File: config.mk
export PLATFORM = sky130hd
export DESIGN_NAME = spi_ram_ctrl_flat
export DESIGN_NICKNAME = d
export VERILOG_FILES = /design/src/rtl/spi_ram_ctrl_if.sv /design/src/rtl/spi_ram_ctrl.sv /design/src/flat_wrapper.sv
export SDC_FILE = /design/constraint.sdc
export NUM_CORES = 2
export LEC_CHECK = 0
export BUFFER_PORTS_ARGS = -buffer_cell sky130_fd_sc_hd__buf_2
export CORE_ASPECT_RATIO = 1.5
export CORE_MARGIN = 2
export CORE_UTILIZATION = 60
export DETAILED_ROUTE_END_ITERATION = 10
export PLACE_DENSITY = 0.8
export SLEW_MARGIN = 20
export SYNTH_ARGS = -nofsm -noshare
export SYNTH_HDL_FRONTEND = slang
export SYNTH_SLANG_ARGS = --single-unit
File: constraint.sdc
create_clock -name clk -period 7.4 [get_ports clk]
set_clock_uncertainty 0.1 [all_clocks]
set_input_delay 1.11 -clock clk [delete_from_list [all_inputs] [get_ports clk]]
set_output_delay 1.11 -clock clk [all_outputs]
set_load 0.02 [all_outputs]
File: src/rtl/spi_ram_ctrl_if.sv
// Command/response bundle between the SPI shell and the RAM backend.
// Carries the command word, the read-data handshake and the sticky status flags.
// RAM_PARITY_EN adds the parity_err status line.
interface spi_ram_ctrl_if #(
    parameter int ADDR_SIZE  = 8,
    parameter int DATA_WIDTH = 8
);
    localparam int PAYLOAD_W = (ADDR_SIZE > DATA_WIDTH) ? ADDR_SIZE : DATA_WIDTH;

    logic [PAYLOAD_W+1:0]  din;
    logic                  rx_valid;
    logic [DATA_WIDTH-1:0] dout;
    logic                  tx_valid;
    logic                  tx_ready;
    logic                  overrun;
    logic                  overrun_clr;
`ifdef RAM_PARITY_EN
    logic                  parity_err;
`endif

    // SPI shell side: issues commands, consumes read data
    modport master (
        output din, rx_valid, tx_ready, overrun_clr,
        input  dout, tx_valid, overrun
`ifdef RAM_PARITY_EN
        , input parity_err
`endif
    );

    // RAM backend side
    modport slave (
        input  din, rx_valid, tx_ready, overrun_clr,
        output dout, tx_valid, overrun
`ifdef RAM_PARITY_EN
        , output parity_err
`endif
    );
endinterface

File: src/rtl/spi_ram_ctrl.sv
// RAM backend for the SPI slave: decodes 2-bit opcode commands into write/read pointers and RAM accesses.
// Latency: read data and tx_valid are registered on the edge that samples the read command (1 cycle).
// Backpressure: a read arriving while the output slot is occupied and not being drained is dropped and sets overrun.
// Optional build macro RAM_PARITY_EN: stores an even-parity bit per word and flags mismatches on read via parity_err.
module spi_ram_ctrl #(
    parameter int MEM_DEPTH  = 256,
    parameter int ADDR_SIZE  = 8,
    parameter int DATA_WIDTH = 8,
    parameter int AUTO_INC   = 1
) (
    input  logic          clk,
    input  logic          rst,
    spi_ram_ctrl_if.slave bus
);
    localparam int PAYLOAD_W = (ADDR_SIZE > DATA_WIDTH) ? ADDR_SIZE : DATA_WIDTH;
`ifdef RAM_PARITY_EN
    localparam int MEM_W = DATA_WIDTH + 1;
`else
    localparam int MEM_W = DATA_WIDTH;
`endif

    localparam logic [1:0] OP_WR_ADDR = 2'b00;
    localparam logic [1:0] OP_WR_DATA = 2'b01;
    localparam logic [1:0] OP_RD_ADDR = 2'b10;
    localparam logic [1:0] OP_RD_DATA = 2'b11;

    localparam logic [ADDR_SIZE-1:0] LAST_ADDR = ADDR_SIZE'(MEM_DEPTH - 1);

    logic [MEM_W-1:0]      mem [MEM_DEPTH];
    logic [ADDR_SIZE-1:0]  wr_ptr;
    logic [ADDR_SIZE-1:0]  rd_ptr;
    logic [DATA_WIDTH-1:0] dout_q;
    logic                  tx_valid_q;
    logic                  overrun_q;

    logic [1:0]            opcode;
    logic [PAYLOAD_W-1:0]  payload;
    logic                  cmd_wr_addr;
    logic                  cmd_wr_data;
    logic                  cmd_rd_addr;
    logic                  cmd_rd_data;
    logic                  slot_free;
    logic                  rd_accept;
    logic                  rd_drop;
    logic                  wr_in_range;
    logic                  rd_in_range;
    logic [MEM_W-1:0]      wr_word;
    logic [MEM_W-1:0]      rd_word;

    // Post-increment with wrap; any pointer at or past the last word (including
    // an out-of-range address load) goes back to 0.
    function automatic logic [ADDR_SIZE-1:0] ptr_next(input logic [ADDR_SIZE-1:0] p);
        return (p >= LAST_ADDR) ? '0 : p + ADDR_SIZE'(1);
    endfunction

    assign opcode  = bus.din[PAYLOAD_W+1:PAYLOAD_W];
    assign payload = bus.din[PAYLOAD_W-1:0];

    // Command decode, qualified by the single-cycle rx strobe
    always_comb begin
        cmd_wr_addr = 1'b0;
        cmd_wr_data = 1'b0;
        cmd_rd_addr = 1'b0;
        cmd_rd_data = 1'b0;
        if (bus.rx_valid) begin
            case (opcode)
                OP_WR_ADDR: cmd_wr_addr = 1'b1;
                OP_WR_DATA: cmd_wr_data = 1'b1;
                OP_RD_ADDR: cmd_rd_addr = 1'b1;
                OP_RD_DATA: cmd_rd_data = 1'b1;
                default:    cmd_wr_addr = 1'b0;
            endcase
        end
    end

    // The output slot can take a new word if it is empty or drained this cycle
    assign slot_free   = !tx_valid_q || bus.tx_ready;
    assign rd_accept   = cmd_rd_data && slot_free;
    assign rd_drop     = cmd_rd_data && !slot_free;

    assign wr_in_range = (wr_ptr <= LAST_ADDR);
    assign rd_in_range = (rd_ptr <= LAST_ADDR);

`ifdef RAM_PARITY_EN
    assign wr_word = {^payload[DATA_WIDTH-1:0], payload[DATA_WIDTH-1:0]};
`else
    assign wr_word = payload[DATA_WIDTH-1:0];
`endif

    // Out-of-range reads return zero rather than touching the array
    assign rd_word = rd_in_range ? mem[rd_ptr] : '0;

    // RAM array; contents are deliberately left out of reset
    always_ff @(posedge clk) begin
        if (cmd_wr_data && wr_in_range) begin
            mem[wr_ptr] <= wr_word;
        end
    end

    // Write pointer: loaded by 00, advanced by 01 when auto-increment is on
    always_ff @(posedge clk or posedge rst) begin
        if (rst) begin
            wr_ptr <= '0;
        end else if (cmd_wr_addr) begin
            wr_ptr <= payload[ADDR_SIZE-1:0];
        end else if (cmd_wr_data && (AUTO_INC != 0)) begin
            wr_ptr <= ptr_next(wr_ptr);
        end
    end

    // Read pointer: loaded by 10, advanced only by an accepted 11
    always_ff @(posedge clk or posedge rst) begin
        if (rst) begin
            rd_ptr <= '0;
        end else if (cmd_rd_addr) begin
            rd_ptr <= payload[ADDR_SIZE-1:0];
        end else if (rd_accept && (AUTO_INC != 0)) begin
            rd_ptr <= ptr_next(rd_ptr);
        end
    end

    // Output slot: load on accepted read (wins over a same-cycle drain), clear on handshake
    always_ff @(posedge clk or posedge rst) begin
        if (rst) begin
            dout_q     <= '0;
            tx_valid_q <= 1'b0;
        end else if (rd_accept) begin
            dout_q     <= rd_word[DATA_WIDTH-1:0];
            tx_valid_q <= 1'b1;
        end else if (tx_valid_q && bus.tx_ready) begin
            tx_valid_q <= 1'b0;
        end
    end

    // Sticky overrun: a dropped read sets it, and the set beats a same-cycle clear
    always_ff @(posedge clk or posedge rst) begin
        if (rst) begin
            overrun_q <= 1'b0;
        end else if (rd_drop) begin
            overrun_q <= 1'b1;
        end else if (bus.overrun_clr) begin
            overrun_q <= 1'b0;
        end
    end

`ifdef RAM_PARITY_EN
    logic parity_err_q;

    // Sticky parity error on an accepted in-range read whose stored word has odd parity
    always_ff @(posedge clk or posedge rst) begin
        if (rst) begin
            parity_err_q <= 1'b0;
        end else if (rd_accept && rd_in_range && (^rd_word)) begin
            parity_err_q <= 1'b1;
        end else if (bus.overrun_clr) begin
            parity_err_q <= 1'b0;
        end
    end

    assign bus.parity_err = parity_err_q;
`endif

    assign bus.dout     = dout_q;
    assign bus.tx_valid = tx_valid_q;
    assign bus.overrun  = overrun_q;

endmodule

File: src/flat_wrapper.sv
// flat-port wrapper written by rule: the top's interface ports become plain ports
module spi_ram_ctrl_flat 
#(
    parameter int MEM_DEPTH  = 256,
    parameter int ADDR_SIZE  = 8,
    parameter int DATA_WIDTH = 8,
    parameter int AUTO_INC   = 1
)
  (clk, rst, bus_din, bus_rx_valid, bus_tx_ready, bus_overrun_clr, bus_dout, bus_tx_valid, bus_overrun);
  spi_ram_ctrl_if #(.ADDR_SIZE(ADDR_SIZE), .DATA_WIDTH(DATA_WIDTH)) bus_i ();
  input  logic clk;
  input  logic rst;
  input wire logic [$bits(bus_i.din)-1:0] bus_din;
  input wire logic [$bits(bus_i.rx_valid)-1:0] bus_rx_valid;
  input wire logic [$bits(bus_i.tx_ready)-1:0] bus_tx_ready;
  input wire logic [$bits(bus_i.overrun_clr)-1:0] bus_overrun_clr;
  output wire logic [$bits(bus_i.dout)-1:0] bus_dout;
  output wire logic [$bits(bus_i.tx_valid)-1:0] bus_tx_valid;
  output wire logic [$bits(bus_i.overrun)-1:0] bus_overrun;
  assign bus_i.din = bus_din;
  assign bus_i.rx_valid = bus_rx_valid;
  assign bus_i.tx_ready = bus_tx_ready;
  assign bus_i.overrun_clr = bus_overrun_clr;
  assign bus_dout = bus_i.dout;
  assign bus_tx_valid = bus_i.tx_valid;
  assign bus_overrun = bus_i.overrun;
  spi_ram_ctrl #(.MEM_DEPTH(MEM_DEPTH), .ADDR_SIZE(ADDR_SIZE), .DATA_WIDTH(DATA_WIDTH), .AUTO_INC(AUTO_INC)) u_core (.clk(clk), .rst(rst), .bus(bus_i));
endmodule
==> metrics <==
status=finished clean; setup violators final=0; flop-to-flop setup slack=3.02 ns; Pint=19.6 mW; Tcrit/Tclk final=59.2%; CP Launch Type=flip-flop; Max FO, Critical Path=121; Final Total Pwr=26.9 mW; Core Area=135000 µm²; first-pass GRT wire length=294 mm; Final ANT Viol Nets=0; setup bufs post-CTS=0; via count=42100; logic gate share of total power=18.0%; RSZ-0062 raised after global routing=no; drt drc=0; # IOs=25; Power Density=304 nW/µm²; worst path required time=8.05 ns; Pins Over Slew Limit=0; Worst Tran Pin Value=1.14 ns; router iterations before antenna repair=9; setup_tns=0 ns; worst flop-to-flop path endpoint=u_core.bus.dout[5]; Reg clk slew, reported paths=0.08 ns; Placed Area=82900 µm²; largest cells by area after synthesis=edfxtp_1 76%, mux4_2 9.5%, mux2i_1 3.8%; TritonCTS Buffers=170; Post-CTS Hold Fix Bufs=0; FF-to-FF Start=u_core.rd_ptr[1]; Worst R2R Path Depth=8; Min-Delay Path Class=input port to async pin; Cell variety after synth=68; VDD IR max=0.000206 V; Flop pwr share=48.9%; EDFF count, synth=2048; Placed Cells=5678; Clk Latency, worst-skew pair=0.82 ns; DRT iter0 DRCs=5865; Overflow after GRT=0; CTS Sinks=2074; Ys Warns=0; Pleak=28.2 nW; Max-slew headroom=24.2%; Final min period=4.38 ns; DR WL/cell=34.1 µm; Clk network pwr share=33.1%; final count of hold timing violations=0; Seq/Total Area, Yosys=76.4%; final cell count without fillers=6001; Std-Cell Rows=165; CTS H-tree depth=4; share of layout cells above drive strength 1=17.2%; vias in the first global route=42100; asr flop ratio synth=1.25%; CTS max path bufs=3; Post-CTS Resized=0; initial core utilization=60.4%; Final Hold Slack=0.282 ns; Die Width=305 µm; # port buffers=24; Vert. Die Dim=455 µm; initial antenna violation count=8; Root Buffer Master=clkbuf_16; die area=139000 µm²; Synth Net Count=4088; Worst Setup End Kind=flip-flop; FILL cells=8296; Worst EP arrival=5.04 ns; MaxCap Viol Count=0; post-route design area=88400 µm²; Mapped Cells=4068; Tot GR Track Use=29.7%; Psw=7.28 mW; synthesized flop and latch total=2074; Yosys top cell by area=edfxtp_1; pre-CTS setup slack=2.97 ns; TritonCTS clock tree=yes; Vias per Instance=7.01; share of the synthesized area in the top cell type=75.6%; fmax=228 MHz; largest net degree at the start of global routing=212; critical path class=flip-flop to flip-flop; Final Wtd Congestion=0.935; ys flop type=edfxtp_1; nets@finish=4118; fin util=65.6%; Post-Route WL=204 mm; post-DP HPWL=122 mm; Layout area overhead=8.65%; PnR worst setup slack=3.02 ns; Synth Cell Area=81300 µm²; Post-Syn Area per Cell=20.0 µm²; switching share of power=27.1%
==> layer usage <==
metal,global-route usage [%],routed length (µm)
met1,35.5,65900
met3,5.98,19600
met4,19.0,15500
met2,49.9,103000
met5,0,12
==> power groups by stage <==
stage	Clock, mW	Combinational (mW)	Sequential (mW)
after global routing	9.33	4.99	13.1
after global placement	0	4.69	13.4
after detailed placement	0	4.74	13.4
after CTS	8.91	4.79	13.1
after floorplan	0	3.39	13.3
final	8.89	4.85	13.1
==> worst max-delay path by stage <==
stage / startpoint / endpoint
final: u_core.rd_ptr[1] / u_core.bus.dout[5]
after global routing: u_core.rd_ptr[0] / u_core.bus.dout[2]
after CTS: u_core.rd_ptr[0] / u_core.bus.dout[4]
after detailed placement: bus_din[8] / u_core.bus.dout[2]
after global placement: bus_din[8] / u_core.bus.dout[2]
after floorplan: bus_rx_valid / u_core.mem[131][0]
==> critical path, cell delays in order (launching register included) <==
cell and delay [ns]:
dfrtp_4 1.10, buf_12 0.65, mux4_1 0.31, mux2i_1 0.08
o21ai_0 0.34, nor3_1 0.17, or4_1 0.73, or4_1 0.55
o211ai_1 0.12
==> cell usage in the layout (no fill, tap or decap), drive strengths merged, types with 4 or more instances in the layout <==
master	netlist	routed
mux4	372	372
a2111oi	13	13
clkbuf	97	212
or4	6	6
or3	6	6
and2	15	15
clkinv	1	78
a21oi	62	62
clkinvlp	0	10
a31oi	12	12
edfxtp	2048	2048
mux2i	305	305
bufinv	0	13
nor3	31	31
nand2	131	131
buf	149	97
nor2b	13	13
a211oi	59	59
inv	10	21
dfrtp	26	26
or2	4	4
and3	22	22
nand3	40	40
a211o	5	5
a22oi	61	61
nor4	9	9
o221ai	55	55
a22o	8	8
o211ai	6	6
nor2	288	288
o21ai	31	31
nand3b	6	6
nand2b	6	6
diode	0	7
a311oi	7	7
nand4	8	8
o22ai	118	118
ha	5	5
==> flip-flops by register name (all words and copies together), names as in the netlist <==
name and count:
u_core.wr_ptr 8, u_core.rd_ptr 8, u_core.bus.dout 8, u_core.bus.overrun 1, u_core.bus.tx_valid 1, u_core.mem 2048
==> cell usage after synthesis (28+ instances only) <==
library cell and count:
buf_2 49, nand2_1 131, nor2_1 287, a22oi_1 61, mux4_2 344, mux2i_1 305
nor3_1 31, edfxtp_1 2048, o22ai_1 118, o21ai_0 31, clkbuf_1 92, nand3_1 40
a211oi_1 59, mux4_1 28, a21oi_1 62, o221ai_1 54, buf_6 50
==> cell type report <==
class	count	area [µm²]	area share (%)
diodes	7	17.5	0.0198
clock buffers	204	4430	5.02
clock inverters	111	990	1.12
inverters	11	43.8	0.0496
multi-input cells	1736	17500	19.8
flip-flops and latches	2074	62200	70.4
well taps	1753	2190	2.48
repair buffers	105	993	1.12
==> kinds of logic after synthesis <==
kind of cell / count (synthesis) / share of synthesized area, %
buffers and inverters: 258 / 2.12
DFF: 2074 / 76.4
muxes: 679 / 14.2
AOI/OAI and AO/OA: 457 / 3.93
xor gates and xnor gates: 2 / 0.0215
adders and majority gates: 5 / 0.0769
and+or+nand+nor: 593 / 3.21
(Power assumes the default switching activity.)
